<file path="src/rtl/axi_cfg_pkg.sv">
// Shared types and constants for the AXI4-Lite config-path master.
package axi_cfg_pkg;

  typedef enum logic [2:0] {
    IDLE,
    WR,
    WR_RESP,
    RD_ADDR,
    RD_DATA,
    GAP
  } axi_cfg_state_t;

  localparam logic [1:0]  RESP_OKAY   = 2'b00;
  localparam logic [1:0]  RESP_EXOKAY = 2'b01;
  localparam logic [1:0]  RESP_SLVERR = 2'b10;
  localparam logic [1:0]  RESP_DECERR = 2'b11;

  localparam logic [31:0] ERR_RD_DATA = 32'hDEADBEEF;
  localparam logic [3:0]  WSTRB_ALL   = 4'hF;

endpackage

</file>
<file path="src/rtl/axi_cfg_master_if.sv">
// AXI4-Lite bus bundle between the config master and the register interconnect.
interface axi_cfg_master_if #(
  parameter int unsigned ADDR_WIDTH = 32,
  parameter int unsigned DATA_WIDTH = 32
);
  logic [ADDR_WIDTH-1:0]   awaddr;
  logic                    awvalid;
  logic                    awready;
  logic [DATA_WIDTH-1:0]   wdata;
  logic [DATA_WIDTH/8-1:0] wstrb;
  logic                    wvalid;
  logic                    wready;
  logic [1:0]              bresp;
  logic                    bvalid;
  logic                    bready;
  logic [ADDR_WIDTH-1:0]   araddr;
  logic                    arvalid;
  logic                    arready;
  logic [DATA_WIDTH-1:0]   rdata;
  logic [1:0]              rresp;
  logic                    rvalid;
  logic                    rready;

  modport master (
    output awaddr, awvalid, wdata, wstrb, wvalid, bready, araddr, arvalid, rready,
    input  awready, wready, bresp, bvalid, arready, rdata, rresp, rvalid
  );

  modport slave (
    input  awaddr, awvalid, wdata, wstrb, wvalid, bready, araddr, arvalid, rready,
    output awready, wready, bresp, bvalid, arready, rdata, rresp, rvalid
  );
endinterface

</file>
<file path="src/rtl/axi_cfg_timer.sv">
// Saturating handshake watchdog for axi_cfg_master (used with AXI_CFG_TIMEOUT_EN).
module axi_cfg_timer #(
  parameter int unsigned TIMEOUT_CYCLES = 1024
) (
  input  logic axi_clk,
  input  logic axi_resetn,
  input  logic clear,
  input  logic enable,
  output logic expired
);
  localparam int unsigned CW = $clog2(TIMEOUT_CYCLES + 1);

  logic [CW-1:0] cnt_q;

  assign expired = (cnt_q == CW'(TIMEOUT_CYCLES));

  always_ff @(posedge axi_clk or negedge axi_resetn) begin
    if (!axi_resetn)             cnt_q <= '0;
    else if (clear)              cnt_q <= '0;
    else if (enable && !expired) cnt_q <= cnt_q + CW'(1);
  end
endmodule

</file>
<file path="src/rtl/axi_cfg_master.sv">
// Executes one host config request per FIFO head as a single AXI4-Lite access.
// Optional hung-slave recovery via `define AXI_CFG_TIMEOUT_EN.
module axi_cfg_master
  import axi_cfg_pkg::*;
#(
  parameter int unsigned ADDR_WIDTH     = 32,
  parameter int unsigned DATA_WIDTH     = 32,
  parameter int unsigned TIMEOUT_CYCLES = 1024
) (
  input  logic                  axi_clk,
  input  logic                  axi_resetn,
  input  logic [31:0]           axi_rdwr_addr,
  input  logic [DATA_WIDTH-1:0] axi_wr_data,
  input  logic                  axi_wr_go,
  input  logic                  axi_rd_go,
  output logic                  axi_wr_done,
  output logic                  axi_rd_done,
  output logic [DATA_WIDTH-1:0] axi_rd_data,
  output logic                  axi_error,
  axi_cfg_master_if.master      m_axi
);

  axi_cfg_state_t        state_q, state_d;
  logic [ADDR_WIDTH-1:0] addr_q, addr_d;
  logic [DATA_WIDTH-1:0] wdata_q, wdata_d;
  logic [DATA_WIDTH-1:0] rd_data_q, rd_data_d;
  logic awvalid_q, awvalid_d, wvalid_q, wvalid_d, bready_q, bready_d;
  logic arvalid_q, arvalid_d, rready_q, rready_d;
  logic wr_done_q, wr_done_d, rd_done_q, rd_done_d, error_q, error_d;

`ifdef AXI_CFG_TIMEOUT_EN
  logic tmo_active, tmo_expired;

  assign tmo_active = state_q inside {WR, WR_RESP, RD_ADDR, RD_DATA};

  axi_cfg_timer #(.TIMEOUT_CYCLES(TIMEOUT_CYCLES)) u_timer (
    .axi_clk    (axi_clk),
    .axi_resetn (axi_resetn),
    .clear      (!tmo_active),
    .enable     (tmo_active),
    .expired    (tmo_expired)
  );
`else
  logic unused_timeout;
  assign unused_timeout = ^TIMEOUT_CYCLES;
`endif

  always_comb begin
    state_d   = state_q;
    addr_d    = addr_q;
    wdata_d   = wdata_q;
    rd_data_d = rd_data_q;
    awvalid_d = awvalid_q;
    wvalid_d  = wvalid_q;
    bready_d  = bready_q;
    arvalid_d = arvalid_q;
    rready_d  = rready_q;
    wr_done_d = 1'b0;
    rd_done_d = 1'b0;
    error_d   = 1'b0;

    unique case (state_q)
      IDLE: begin
        if (axi_wr_go) begin
          addr_d    = axi_rdwr_addr[ADDR_WIDTH-1:0];
          wdata_d   = axi_wr_data;
          awvalid_d = 1'b1;
          wvalid_d  = 1'b1;
          state_d   = WR;
        end else if (axi_rd_go) begin
          addr_d    = axi_rdwr_addr[ADDR_WIDTH-1:0];
          arvalid_d = 1'b1;
          state_d   = RD_ADDR;
        end
      end
      WR: begin
        // Each channel retires on its own handshake; leave once both are done.
        awvalid_d = awvalid_q && !m_axi.awready;
        wvalid_d  = wvalid_q && !m_axi.wready;
        if (!awvalid_d && !wvalid_d) begin
          bready_d = 1'b1;
          state_d  = WR_RESP;
        end
      end
      WR_RESP: begin
        if (m_axi.bvalid) begin
          bready_d  = 1'b0;
          wr_done_d = 1'b1;
          error_d   = (m_axi.bresp != RESP_OKAY);
          state_d   = GAP;
        end
      end
      RD_ADDR: begin
        if (m_axi.arready) begin
          arvalid_d = 1'b0;
          rready_d  = 1'b1;
          state_d   = RD_DATA;
        end
      end
      RD_DATA: begin
        if (m_axi.rvalid) begin
          rready_d  = 1'b0;
          rd_done_d = 1'b1;
          if (m_axi.rresp == RESP_OKAY) begin
            rd_data_d = m_axi.rdata;
          end else begin
            rd_data_d = ERR_RD_DATA;
            error_d   = 1'b1;
          end
          state_d = GAP;
        end
      end
      GAP:     state_d = IDLE;
      default: state_d = IDLE;
    endcase

`ifdef AXI_CFG_TIMEOUT_EN
    // Watchdog wins over a coincident handshake so the outcome is always a clean error.
    if (tmo_active && tmo_expired) begin
      awvalid_d = 1'b0;
      wvalid_d  = 1'b0;
      bready_d  = 1'b0;
      arvalid_d = 1'b0;
      rready_d  = 1'b0;
      error_d   = 1'b1;
      state_d   = GAP;
      if (state_q inside {WR, WR_RESP}) begin
        wr_done_d = 1'b1;
        rd_done_d = 1'b0;
      end else begin
        wr_done_d = 1'b0;
        rd_done_d = 1'b1;
        rd_data_d = ERR_RD_DATA;
      end
    end
`endif
  end

  always_ff @(posedge axi_clk or negedge axi_resetn) begin
    if (!axi_resetn) begin
      state_q   <= IDLE;
      addr_q    <= '0;
      wdata_q   <= '0;
      rd_data_q <= '0;
      awvalid_q <= 1'b0;
      wvalid_q  <= 1'b0;
      bready_q  <= 1'b0;
      arvalid_q <= 1'b0;
      rready_q  <= 1'b0;
      wr_done_q <= 1'b0;
      rd_done_q <= 1'b0;
      error_q   <= 1'b0;
    end else begin
      state_q   <= state_d;
      addr_q    <= addr_d;
      wdata_q   <= wdata_d;
      rd_data_q <= rd_data_d;
      awvalid_q <= awvalid_d;
      wvalid_q  <= wvalid_d;
      bready_q  <= bready_d;
      arvalid_q <= arvalid_d;
      rready_q  <= rready_d;
      wr_done_q <= wr_done_d;
      rd_done_q <= rd_done_d;
      error_q   <= error_d;
    end
  end

  assign m_axi.awaddr  = addr_q;
  assign m_axi.awvalid = awvalid_q;
  assign m_axi.wdata   = wdata_q;
  assign m_axi.wstrb   = WSTRB_ALL;
  assign m_axi.wvalid  = wvalid_q;
  assign m_axi.bready  = bready_q;
  assign m_axi.araddr  = addr_q;
  assign m_axi.arvalid = arvalid_q;
  assign m_axi.rready  = rready_q;

  assign axi_wr_done = wr_done_q;
  assign axi_rd_done = rd_done_q;
  assign axi_rd_data = rd_data_q;
  assign axi_error   = error_q;

endmodule

</file>
<file path="src/flat_wrapper.sv">
// flat-port wrapper written by rule: the top's interface ports become plain ports
module axi_cfg_master_flat import axi_cfg_pkg::*;
#(
  parameter int unsigned ADDR_WIDTH     = 32,
  parameter int unsigned DATA_WIDTH     = 32,
  parameter int unsigned TIMEOUT_CYCLES = 1024
)
  (axi_clk, axi_resetn, axi_rdwr_addr, axi_wr_data, axi_wr_go, axi_rd_go, axi_wr_done, axi_rd_done, axi_rd_data, axi_error, m_axi_awaddr, m_axi_awvalid, m_axi_wdata, m_axi_wstrb, m_axi_wvalid, m_axi_bready, m_axi_araddr, m_axi_arvalid, m_axi_rready, m_axi_awready, m_axi_wready, m_axi_bresp, m_axi_bvalid, m_axi_arready, m_axi_rdata, m_axi_rresp, m_axi_rvalid);
  axi_cfg_master_if #(.ADDR_WIDTH(ADDR_WIDTH), .DATA_WIDTH(DATA_WIDTH)) m_axi_i ();
  input  logic axi_clk;
  input  logic axi_resetn;
  input  logic [31:0] axi_rdwr_addr;
  input  logic [DATA_WIDTH-1:0] axi_wr_data;
  input  logic axi_wr_go;
  input  logic axi_rd_go;
  output logic axi_wr_done;
  output logic axi_rd_done;
  output logic [DATA_WIDTH-1:0] axi_rd_data;
  output logic axi_error;
  output wire logic [$bits(m_axi_i.awaddr)-1:0] m_axi_awaddr;
  output wire logic [$bits(m_axi_i.awvalid)-1:0] m_axi_awvalid;
  output wire logic [$bits(m_axi_i.wdata)-1:0] m_axi_wdata;
  output wire logic [$bits(m_axi_i.wstrb)-1:0] m_axi_wstrb;
  output wire logic [$bits(m_axi_i.wvalid)-1:0] m_axi_wvalid;
  output wire logic [$bits(m_axi_i.bready)-1:0] m_axi_bready;
  output wire logic [$bits(m_axi_i.araddr)-1:0] m_axi_araddr;
  output wire logic [$bits(m_axi_i.arvalid)-1:0] m_axi_arvalid;
  output wire logic [$bits(m_axi_i.rready)-1:0] m_axi_rready;
  input wire logic [$bits(m_axi_i.awready)-1:0] m_axi_awready;
  input wire logic [$bits(m_axi_i.wready)-1:0] m_axi_wready;
  input wire logic [$bits(m_axi_i.bresp)-1:0] m_axi_bresp;
  input wire logic [$bits(m_axi_i.bvalid)-1:0] m_axi_bvalid;
  input wire logic [$bits(m_axi_i.arready)-1:0] m_axi_arready;
  input wire logic [$bits(m_axi_i.rdata)-1:0] m_axi_rdata;
  input wire logic [$bits(m_axi_i.rresp)-1:0] m_axi_rresp;
  input wire logic [$bits(m_axi_i.rvalid)-1:0] m_axi_rvalid;
  assign m_axi_awaddr = m_axi_i.awaddr;
  assign m_axi_awvalid = m_axi_i.awvalid;
  assign m_axi_wdata = m_axi_i.wdata;
  assign m_axi_wstrb = m_axi_i.wstrb;
  assign m_axi_wvalid = m_axi_i.wvalid;
  assign m_axi_bready = m_axi_i.bready;
  assign m_axi_araddr = m_axi_i.araddr;
  assign m_axi_arvalid = m_axi_i.arvalid;
  assign m_axi_rready = m_axi_i.rready;
  assign m_axi_i.awready = m_axi_awready;
  assign m_axi_i.wready = m_axi_wready;
  assign m_axi_i.bresp = m_axi_bresp;
  assign m_axi_i.bvalid = m_axi_bvalid;
  assign m_axi_i.arready = m_axi_arready;
  assign m_axi_i.rdata = m_axi_rdata;
  assign m_axi_i.rresp = m_axi_rresp;
  assign m_axi_i.rvalid = m_axi_rvalid;
  axi_cfg_master #(.ADDR_WIDTH(ADDR_WIDTH), .DATA_WIDTH(DATA_WIDTH), .TIMEOUT_CYCLES(TIMEOUT_CYCLES)) u_core (.axi_clk(axi_clk), .axi_resetn(axi_resetn), .axi_rdwr_addr(axi_rdwr_addr), .axi_wr_data(axi_wr_data), .axi_wr_go(axi_wr_go), .axi_rd_go(axi_rd_go), .axi_wr_done(axi_wr_done), .axi_rd_done(axi_rd_done), .axi_rd_data(axi_rd_data), .axi_error(axi_error), .m_axi(m_axi_i));
endmodule
</file>
<file path="config.mk">
export PLATFORM = sky130hd
export DESIGN_NAME = axi_cfg_master_flat
export DESIGN_NICKNAME = d
export VERILOG_FILES = /design/src/rtl/axi_cfg_pkg.sv /design/src/rtl/axi_cfg_master_if.sv /design/src/rtl/axi_cfg_timer.sv /design/src/rtl/axi_cfg_master.sv /design/src/flat_wrapper.sv
export SDC_FILE = /design/constraint.sdc
export NUM_CORES = 1
export LEC_CHECK = 0
export BUFFER_PORTS_ARGS = -buffer_cell sky130_fd_sc_hd__buf_2
export CAP_MARGIN = 15
export CORE_AREA = 3 3 81 140
export DETAILED_ROUTE_END_ITERATION = 12
export DIE_AREA = 0 0 84 143
export PLACE_DENSITY_LB_ADDON = 0.3
export SLEW_MARGIN = 5
export SYNTH_ARGS = -nofsm -noshare
export SYNTH_HDL_FRONTEND = slang
export SYNTH_SLANG_ARGS = --single-unit
</file>
<file path="constraint.sdc">
create_clock -name axi_clk -period 2.3 [get_ports axi_clk]
set_clock_uncertainty 0.1 [all_clocks]
set_input_delay 0.46 -clock axi_clk [delete_from_list [all_inputs] [get_ports axi_clk]]
set_output_delay 0.46 -clock axi_clk [all_outputs]
set_load 0.01 [all_outputs]
</file>
==> results.cfg, run 1 <==
[flow_run]
drv_cap = 0

[yosys]
muxShareOfSynthArea = 0.163
synth_adder_area_share = 0
yosys.area_share.simple = 0.103
post_syn_instances = 366
post_synthesis_compound_gate_area_fraction = 0.0466
synth.distinct_cells = 32
synth_seq_cells = 107
synth_top_family_by_area = multiplexers
synth-seq-area-share = 0.597
synth_xor_xnor_area_share = 0
synthesis.area_um2 = 4490
synthesized_area_per_cell_um2 = 12.3
synth-warning-count = 0

[timing]
timing.final.max_slew_violations = 0
timing.max_slew.rel_slack = 0.607
hold_viol = 0
tns_ns = 0
setup_viol = 0
final_min_period_over_clock_period = 0.810
final_critical_path_setup_slack_ns = 0.436
setup_repair_after_global_routing_missed_its_margin = false
worstMarginPinSlew_ns = 0.587
min_period_ns = 1.86
fmax_mhz = 536

[clocking]
cts_post_setup_buffers_inserted = 0
holdBufCountCts = 0
htree_num_levels = 3
cts.sinks = 107
numCtsBuffers = 9
postCtsResizedCells = 0
clock_tree.root_cell = sky130_fd_sc_hd__clkbuf_16
cts_tree = done
clock_path_buffers = 2
clk_pin_slew_worst_paths_ns = 0.07
skew_pair_late_insertion_delay_ns = 0.33

[routing]
detailroute.via_count = 3393
ant_nets = 0
detail_route.iter0.violations = 65
drc = 0
avgViaCountPerCell = 4.80
drt_pre_antenna_iters = 4
detail_route.wl_per_cell_um = 14.9
detail_route.wirelength_mm = 10.5

[final_layout]
ff_latch_area_um2 = 2680
antenna_fix_cells = 0
multi_input_comb_area_um2 = 1420
layout.cells.most_common_list = 243 x sky130_fd_sc_hd__buf_2, 107 x sky130_fd_sc_hd__dfrtp_1, 66 x sky130_fd_sc_hd__nand2_1, 60 x sky130_fd_sc_hd__mux2_2, 27 x sky130_fd_sc_hd__o21ai_0
area_growth_syn_to_layout_pct = 31.1
final.fill_count = 911
finish.net_count = 684
postLayoutCoreUtil = 0.568
drive_gt1_frac = 0.571
layout.cells.most_common = sky130_fd_sc_hd__buf_2

[die]
num_io_pins = 249
fp.dieH_um = 143
area_of_the_die_um2 = 12000
initial_utilization = 0.433
design.core.area_um2 = 10400
die_w_um = 84
num_rows = 49

[placed_design]
place_ws_ns = 0.453
gp_routability_congestion = 0.827
port_buffers = 244
dp.final_hpwl_mm = 8.23

[critical_path]
cp_data_arrival_time_ns = 1.98
worst-r2r-setup-slack_ns = 0.44
timing.critical_path.to_type = register
crit_fanout = 33
timing.setup.critical_path_class = reg2reg
cp-start-kind = register
r2r_start = u_core.state_q[0]
worst-endpoint-required_ns = 2.42
worstReg2RegEnd = u_core.m_axi.wdata[31]
timing.reg2reg.worst_path_depth = 4

[outcome]
status = finished clean

[global_routing]
vias_in_the_first_global_route = 3406
grt_overflow = 0
global_route.usage.total = 0.174
pin_count_of_the_biggest_net_entering_global_routing = 60
grt_pass1_wl_mm = 16.6
grt_antenna_before_repair = 0

[power]
p_leak_nw = 3.10
vdd_ir_drop_max_mv = 0.793
power.density_nw_per_um2 = 1440

[min_path]
worst_hold_path_type = in2async
==> report_power, final <==
| group | switching [mW] | internal, mW | leakage [nW] |
|---|---|---|---|
| registers | 0.554 | 2.81 | 1.29 |
| clock network | 0.679 | 0.886 | 0.154 |
| logic | 1.81 | 1.74 | 1.66 |
==> cell families (layout without fill, tap and decap cells) <==
group | after synthesis | after routing
buf+inv | 58 | 269
flops | 107 | 107
simple gates | 97 | 97
mux | 65 | 65
other cells | 1 | 4
compound gates | 38 | 38
==> synth_stat cells <==
cell | count | share of area
sky130_fd_sc_hd__and4bb_2 | 1 | 0.0028
sky130_fd_sc_hd__nor4b_4 | 1 | 0.0053
sky130_fd_sc_hd__mux2_1 | 4 | 0.010
sky130_fd_sc_hd__nand3b_1 | 2 | 0.0033
sky130_fd_sc_hd__mux2i_1 | 1 | 0.0022
sky130_fd_sc_hd__nor4_4 | 1 | 0.0047
sky130_fd_sc_hd__buf_2 | 4 | 0.0045
sky130_fd_sc_hd__inv_1 | 2 | 0.0017
sky130_fd_sc_hd__nand2b_1 | 2 | 0.0028
sky130_fd_sc_hd__or2_2 | 1 | 0.0014
sky130_fd_sc_hd__nand3_1 | 10 | 0.011
sky130_fd_sc_hd__a21oi_1 | 3 | 0.0033
sky130_fd_sc_hd__clkbuf_1 | 7 | 0.0059
sky130_fd_sc_hd__buf_6 | 4 | 0.010
sky130_fd_sc_hd__nand4bb_1 | 1 | 0.0025
sky130_fd_sc_hd__nand4b_1 | 1 | 0.0020
sky130_fd_sc_hd__nand2_1 | 66 | 0.055
sky130_fd_sc_hd__nor2b_1 | 3 | 0.0042
sky130_fd_sc_hd__o21ai_0 | 27 | 0.030
sky130_fd_sc_hd__nor2_1 | 6 | 0.0050
sky130_fd_sc_hd__conb_1 | 1 | 0.00084
sky130_fd_sc_hd__nor3b_1 | 1 | 0.0017
sky130_fd_sc_hd__o2bb2ai_1 | 1 | 0.0020
sky130_fd_sc_hd__a21o_1 | 2 | 0.0033
sky130_fd_sc_hd__dfrtp_1 | 107 | 0.60
sky130_fd_sc_hd__a22oi_1 | 1 | 0.0017
sky130_fd_sc_hd__or3_1 | 1 | 0.0014
sky130_fd_sc_hd__inv_2 | 1 | 0.00084
sky130_fd_sc_hd__buf_4 | 40 | 0.067
sky130_fd_sc_hd__mux2_2 | 60 | 0.15
sky130_fd_sc_hd__o211ai_1 | 2 | 0.0033
sky130_fd_sc_hd__a31oi_1 | 2 | 0.0028
==> metal layers <==
metal / wire (um) / global-route usage / up-vias
li1: - / - / 1603
met1: 3850 / 0.193 / 1571
met2: 5450 / 0.313 / 201
met3: 1020 / 0.0502 / 18
met4: 207 / 0.0669 / 0
met5: 0 / 0 / -
==> worst max-delay path by stage <==
stage	to	slack [ns]	start	cells after the start
floorplan	u_core.m_axi.wdata[0]	0.63	u_core.state_q[1]	4
global placement	u_core.m_axi.araddr[17]	0.52	axi_wr_go	5
detailed placement	u_core.m_axi.wdata[3]	0.45	u_core.state_q[0]	4
CTS	u_core.m_axi.wdata[1]	0.44	u_core.state_q[0]	4
global route	u_core.m_axi.wdata[1]	0.39	u_core.state_q[0]	4
finish	u_core.m_axi.wdata[31]	0.44	u_core.state_q[0]	4
==> layout make-up <==
| cell class | instances | share of cell area |
|---|---|---|
| multi-input cells | 204 | 0.241 |
| clock inverters | 6 | 0.0119 |
| well taps | 127 | 0.0270 |
| repair buffers | 250 | 0.222 |
| flip-flops and latches | 107 | 0.455 |
| inverters | 3 | 0.00191 |
| clock buffers | 10 | 0.0406 |
==> flip-flops by register name, indices dropped and copies added, names as in the netlist, 3 cells and up <==
signal	cells
u_core.axi_rd_data	32
u_core.m_axi.araddr	32
u_core.m_axi.wdata	32
u_core.state_q	3
==> metrics by stage <==
| stage | std cells | total power, mW | hold WS (ns) | cell area [um^2] |
|---|---|---|---|---|
| global route | 707 | 9.08 | 0.00854 | 5880 |
| finish | 707 | 8.48 | 0.00556 | 5880 |
| detailed placement | 691 | 7.02 | 0.351 | 5570 |
| floorplan | 369 | 5.81 | 0.0644 | 4500 |
| CTS | 707 | 8.61 | 0.0134 | 5880 |
| global placement | 691 | 6.88 | 0.345 | 5570 |
==> critical path: stages, from the launching register on <==
cell and delay (ns):
sky130_fd_sc_hd__dfrtp_1 0.46, sky130_fd_sc_hd__buf_4 0.21, sky130_fd_sc_hd__nor4b_4 0.33, sky130_fd_sc_hd__buf_12 0.25, sky130_fd_sc_hd__mux2_2 0.36
No activity file was read; power rests on OpenSTA's default activity.
==> inputs of run 2 (changes only) <==
--- a/config.mk
+++ b/config.mk
@@ -5,11 +5,12 @@
 export SDC_FILE = /design/constraint.sdc
 export NUM_CORES = 1
 export LEC_CHECK = 0
+export ABC_AREA = 1
 export BUFFER_PORTS_ARGS = -buffer_cell sky130_fd_sc_hd__buf_2
 export CAP_MARGIN = 15
-export CORE_AREA = 3 3 81 140
+export CORE_AREA = 3 3 85 147
 export DETAILED_ROUTE_END_ITERATION = 12
-export DIE_AREA = 0 0 84 143
+export DIE_AREA = 0 0 88 150
 export PLACE_DENSITY_LB_ADDON = 0.3
 export SLEW_MARGIN = 5
 export SYNTH_ARGS = -nofsm -noshare
==> constraint.sdc (replaced) <==
create_clock -name axi_clk -period 1.49 [get_ports axi_clk]
set_clock_uncertainty 0.1 [all_clocks]
set_input_delay 0.298 -clock axi_clk [delete_from_list [all_inputs] [get_ports axi_clk]]
set_output_delay 0.298 -clock axi_clk [all_outputs]
set_load 0.01 [all_outputs]
==> run 2 against run 1 <==
  * Combinational power is 80% higher
  * Fmax increased by 26%
  * Global-route usage is 0.56 points higher
  * Design area increased by 7.8%
  * Worst hold slack improved by 0.043 ns
  * Core utilization decreased by 1.7 points
  * Clock-buffer cell count shrank 1
  * Non-clock buffer count grew 21
  * Sequential share of layout area is 3.2 points lower
  * Largest power group unchanged
  * First-iteration DRC count is 83% higher
==> results.cfg, run 2 <==
[critical_path]
crit_chain = nor2_4 -> nand2_4 -> nor2_4 -> buf_12 -> nor2_4 -> buf_12 -> nand2_1 -> nand2_1
timing.critical_path.to_type = register
worst-endpoint-required_ns = 1.61
worstReg2RegEnd = u_core.m_axi.araddr[12]
cp_data_arrival_time_ns = 1.61
critPathBufInv = 2
cp-endpoint = u_core.m_axi.araddr[12]
maximum_cell_stage_delay_along_the_critical_path_ns = 0.45
cp-start-kind = register
worst-r2r-setup-slack_ns = 0.007
timing.critical_path.mode_cell = sky130_fd_sc_hd__nor2_4
critical-path-slowest-cell = sky130_fd_sc_hd__dfrtp_2
crit_fanout = 16
timing.reg2reg.worst_path_depth = 8
timing.setup.critical_path_class = reg2reg
timing.critical_path.from = u_core.state_q[1]
r2r_start = u_core.state_q[1]
worst-path-stages = 8
critical_path.top_delay_family = simple AND/OR/NAND/NOR gates

[placed_design]
port_buffers = 244
dp.final_hpwl_mm = 9.03
placement.cell_area_um2 = 5750
gp_routability_congestion = 0.783

[yosys]
ys.flop_type = sky130_fd_sc_hd__dfrtp_1
yosysMostFrequentCell = sky130_fd_sc_hd__nand2_1
synthesized_area_per_cell_um2 = 8.83
synth_top_area_frac = 0.578
synthTopCellsByCount = 245 x sky130_fd_sc_hd__nand2_1, 107 x sky130_fd_sc_hd__dfrtp_1, 62 x sky130_fd_sc_hd__o21ai_0
post_syn_instances = 525
synth.distinct_cells = 23
synth_edf_count = 0
synthArstFlopShare = 1.00
synth.top_cells.by_area = sky130_fd_sc_hd__dfrtp_1 58%, sky130_fd_sc_hd__nand2_1 20%, sky130_fd_sc_hd__o21ai_0 6.7%
synth_seq_cells = 107
synth-warning-count = 0
synthDominantAreaCellType = sky130_fd_sc_hd__dfrtp_1
synth-seq-area-share = 0.578
synthesis.area_um2 = 4630

[clocking]
clock_path_buffers = 2
clock_tree.root_cell = sky130_fd_sc_hd__clkbuf_16
cts_tree = done
skew_pair_late_insertion_delay_ns = 0.34
clk_pin_slew_worst_paths_ns = 0.08
cts.sinks = 107
htree_num_levels = 3
numCtsBuffers = 9

[die]
area_of_the_die_um2 = 13200
initial_utilization = 0.402
design.core.area_um2 = 11500
fp.dieH_um = 150
num_io_pins = 249
die_w_um = 88
num_rows = 52

[routing]
drc = 0
detail_route.wirelength_mm = 12.8
avgViaCountPerCell = 4.66
detail_route.wl_per_cell_um = 14.3
ant_nets = 0
detail_route.iter0.violations = 119
drt_pre_antenna_iters = 4
detailroute.via_count = 4144

[global_routing]
vias_in_the_first_global_route = 3773
grt_pass1_wl_mm = 18.5
pin_count_of_the_biggest_net_entering_global_routing = 41
global_route.usage.total = 0.179
grt_overflow = 0
grt_antenna_before_repair = 0

[timing]
final_min_period_over_clock_period = 0.995
setup_repair_after_global_routing_missed_its_margin = true
fmax_mhz = 674
hold_viol = 0
timing.max_slew.rel_slack = 0.625
min_period_ns = 1.48
setup_viol = 0
timing.final.max_slew_violations = 0
worstMarginPinSlew_ns = 0.563

[final_layout]
layout.cells.most_common = sky130_fd_sc_hd__buf_2
area_growth_syn_to_layout_pct = 36.8
ff_latch_area_um2 = 2680
antenna_fix_cells = 0
layout.cells.most_common_list = 243 x sky130_fd_sc_hd__buf_2, 242 x sky130_fd_sc_hd__nand2_1, 105 x sky130_fd_sc_hd__dfrtp_1, 61 x sky130_fd_sc_hd__o21ai_0, 15 x sky130_fd_sc_hd__nand3_1
drive_gt1_frac = 0.407
finish.net_count = 859
final.fill_count = 1108
multi_input_comb_area_um2 = 1510
post-route-cell-area_um2 = 6340

[min_path]
worst_hold_path_type = in2reg

[flow_run]
drv_cap = 0

[power]
total_power_mw = 13.8
power.density_nw_per_um2 = 2180
vdd_ir_drop_max_mv = 1.01
p_leak_nw = 3.72

[outcome]
status = finished clean
[run 2: cell count changes in the layout (fill, tap and decap cells not counted), sizes merged, moves of 3 or more]
cell,change
nor2b,-3
buf,+16
mux2,-64
clkbuf,+3
o21ai,+36
nor2,+9
nand2,+181
nand3,+5
inv,+10
[run 2: area by class of cell]
type                            instances  share of cell area
Sequential cell                       107               0.423
Timing Repair Buffer                  271               0.259
Multi-Input combinational cell        347               0.238
Clock buffer                            9              0.0355
Tap cell                              135              0.0266
Inverter                               14              0.0107
Clock inverter                          7             0.00829
[run 2: worst min-delay path: cells and delay by family]
family	cells	cell delay [ns]
buffers and inverters	1	0.07
AND/OR/NAND/NOR	2	0.09
[run 2: layer usage]
| layer | GRT usage | part of all wire | vias up |
|---|---|---|---|
| met5 | 0 | 0 | - |
| met4 | 0.0630 | 0.012 | 0 |
| met3 | 0.0435 | 0.069 | 8 |
| met2 | 0.307 | 0.53 | 157 |
| met1 | 0.216 | 0.39 | 1932 |
| li1 | - | - | 2047 |
[run 2: worst min-delay path by stage]
stage | from | end | slack (ns) | cells after the start
3_5_place_dp | axi_resetn | u_core.axi_rd_data[23] | 0.04 | 1
6_report | axi_wr_data[3] | u_core.m_axi.wdata[3] | 0.05 | 3
2_1_floorplan | axi_resetn | u_core.axi_error | -0.1 | 0
5_1_grt | axi_wr_data[3] | u_core.m_axi.wdata[3] | 0.03 | 3
4_1_cts | axi_wr_data[3] | u_core.m_axi.wdata[3] | 0.03 | 3
3_3_place_gp | axi_resetn | u_core.axi_rd_data[23] | 0.04 | 1
[run 2: cells by family after synthesis]
group           Yosys count  synth area share
flops                   107             0.578
simple gates            277             0.242
other cells               1          0.000809
compound gates           65            0.0705
buf+inv                  75             0.109
[run 2: where the power goes]
group	switching (mW)	total, mW	leakage (nW)	internal [mW]
registers	0.901	5.20	1.32	4.30
logic	3.59	6.39	2.26	2.80
clock network	1.07	2.22	0.136	1.15
total	5.56	13.8	3.72	8.25
[run 2: repair_timing]
item	in CTS	in global routing
gates cloned	1	5
gates resized for setup	6	21
hold buffers	1	0
endpoints found under the hold margin	92	0
buffers inserted	1	6
pin swaps	1	2
endpoints found under the setup margin	34	102
[run 2: through the flow]
stage          worst slack (ns)   util  hold slack, ns  cells  setup TNS [ns]
2_1_floorplan             0.100      -         -0.0976    528               0
3_3_place_gp             -0.122  0.499          0.0360    861           -3.42
3_5_place_dp             -0.159  0.499          0.0374    861           -4.41
4_1_cts                 -0.0128  0.529          0.0348    880         -0.0128
5_1_grt                 -0.0559  0.551          0.0326    890          -0.805
6_report                0.00726  0.551          0.0486    890               0
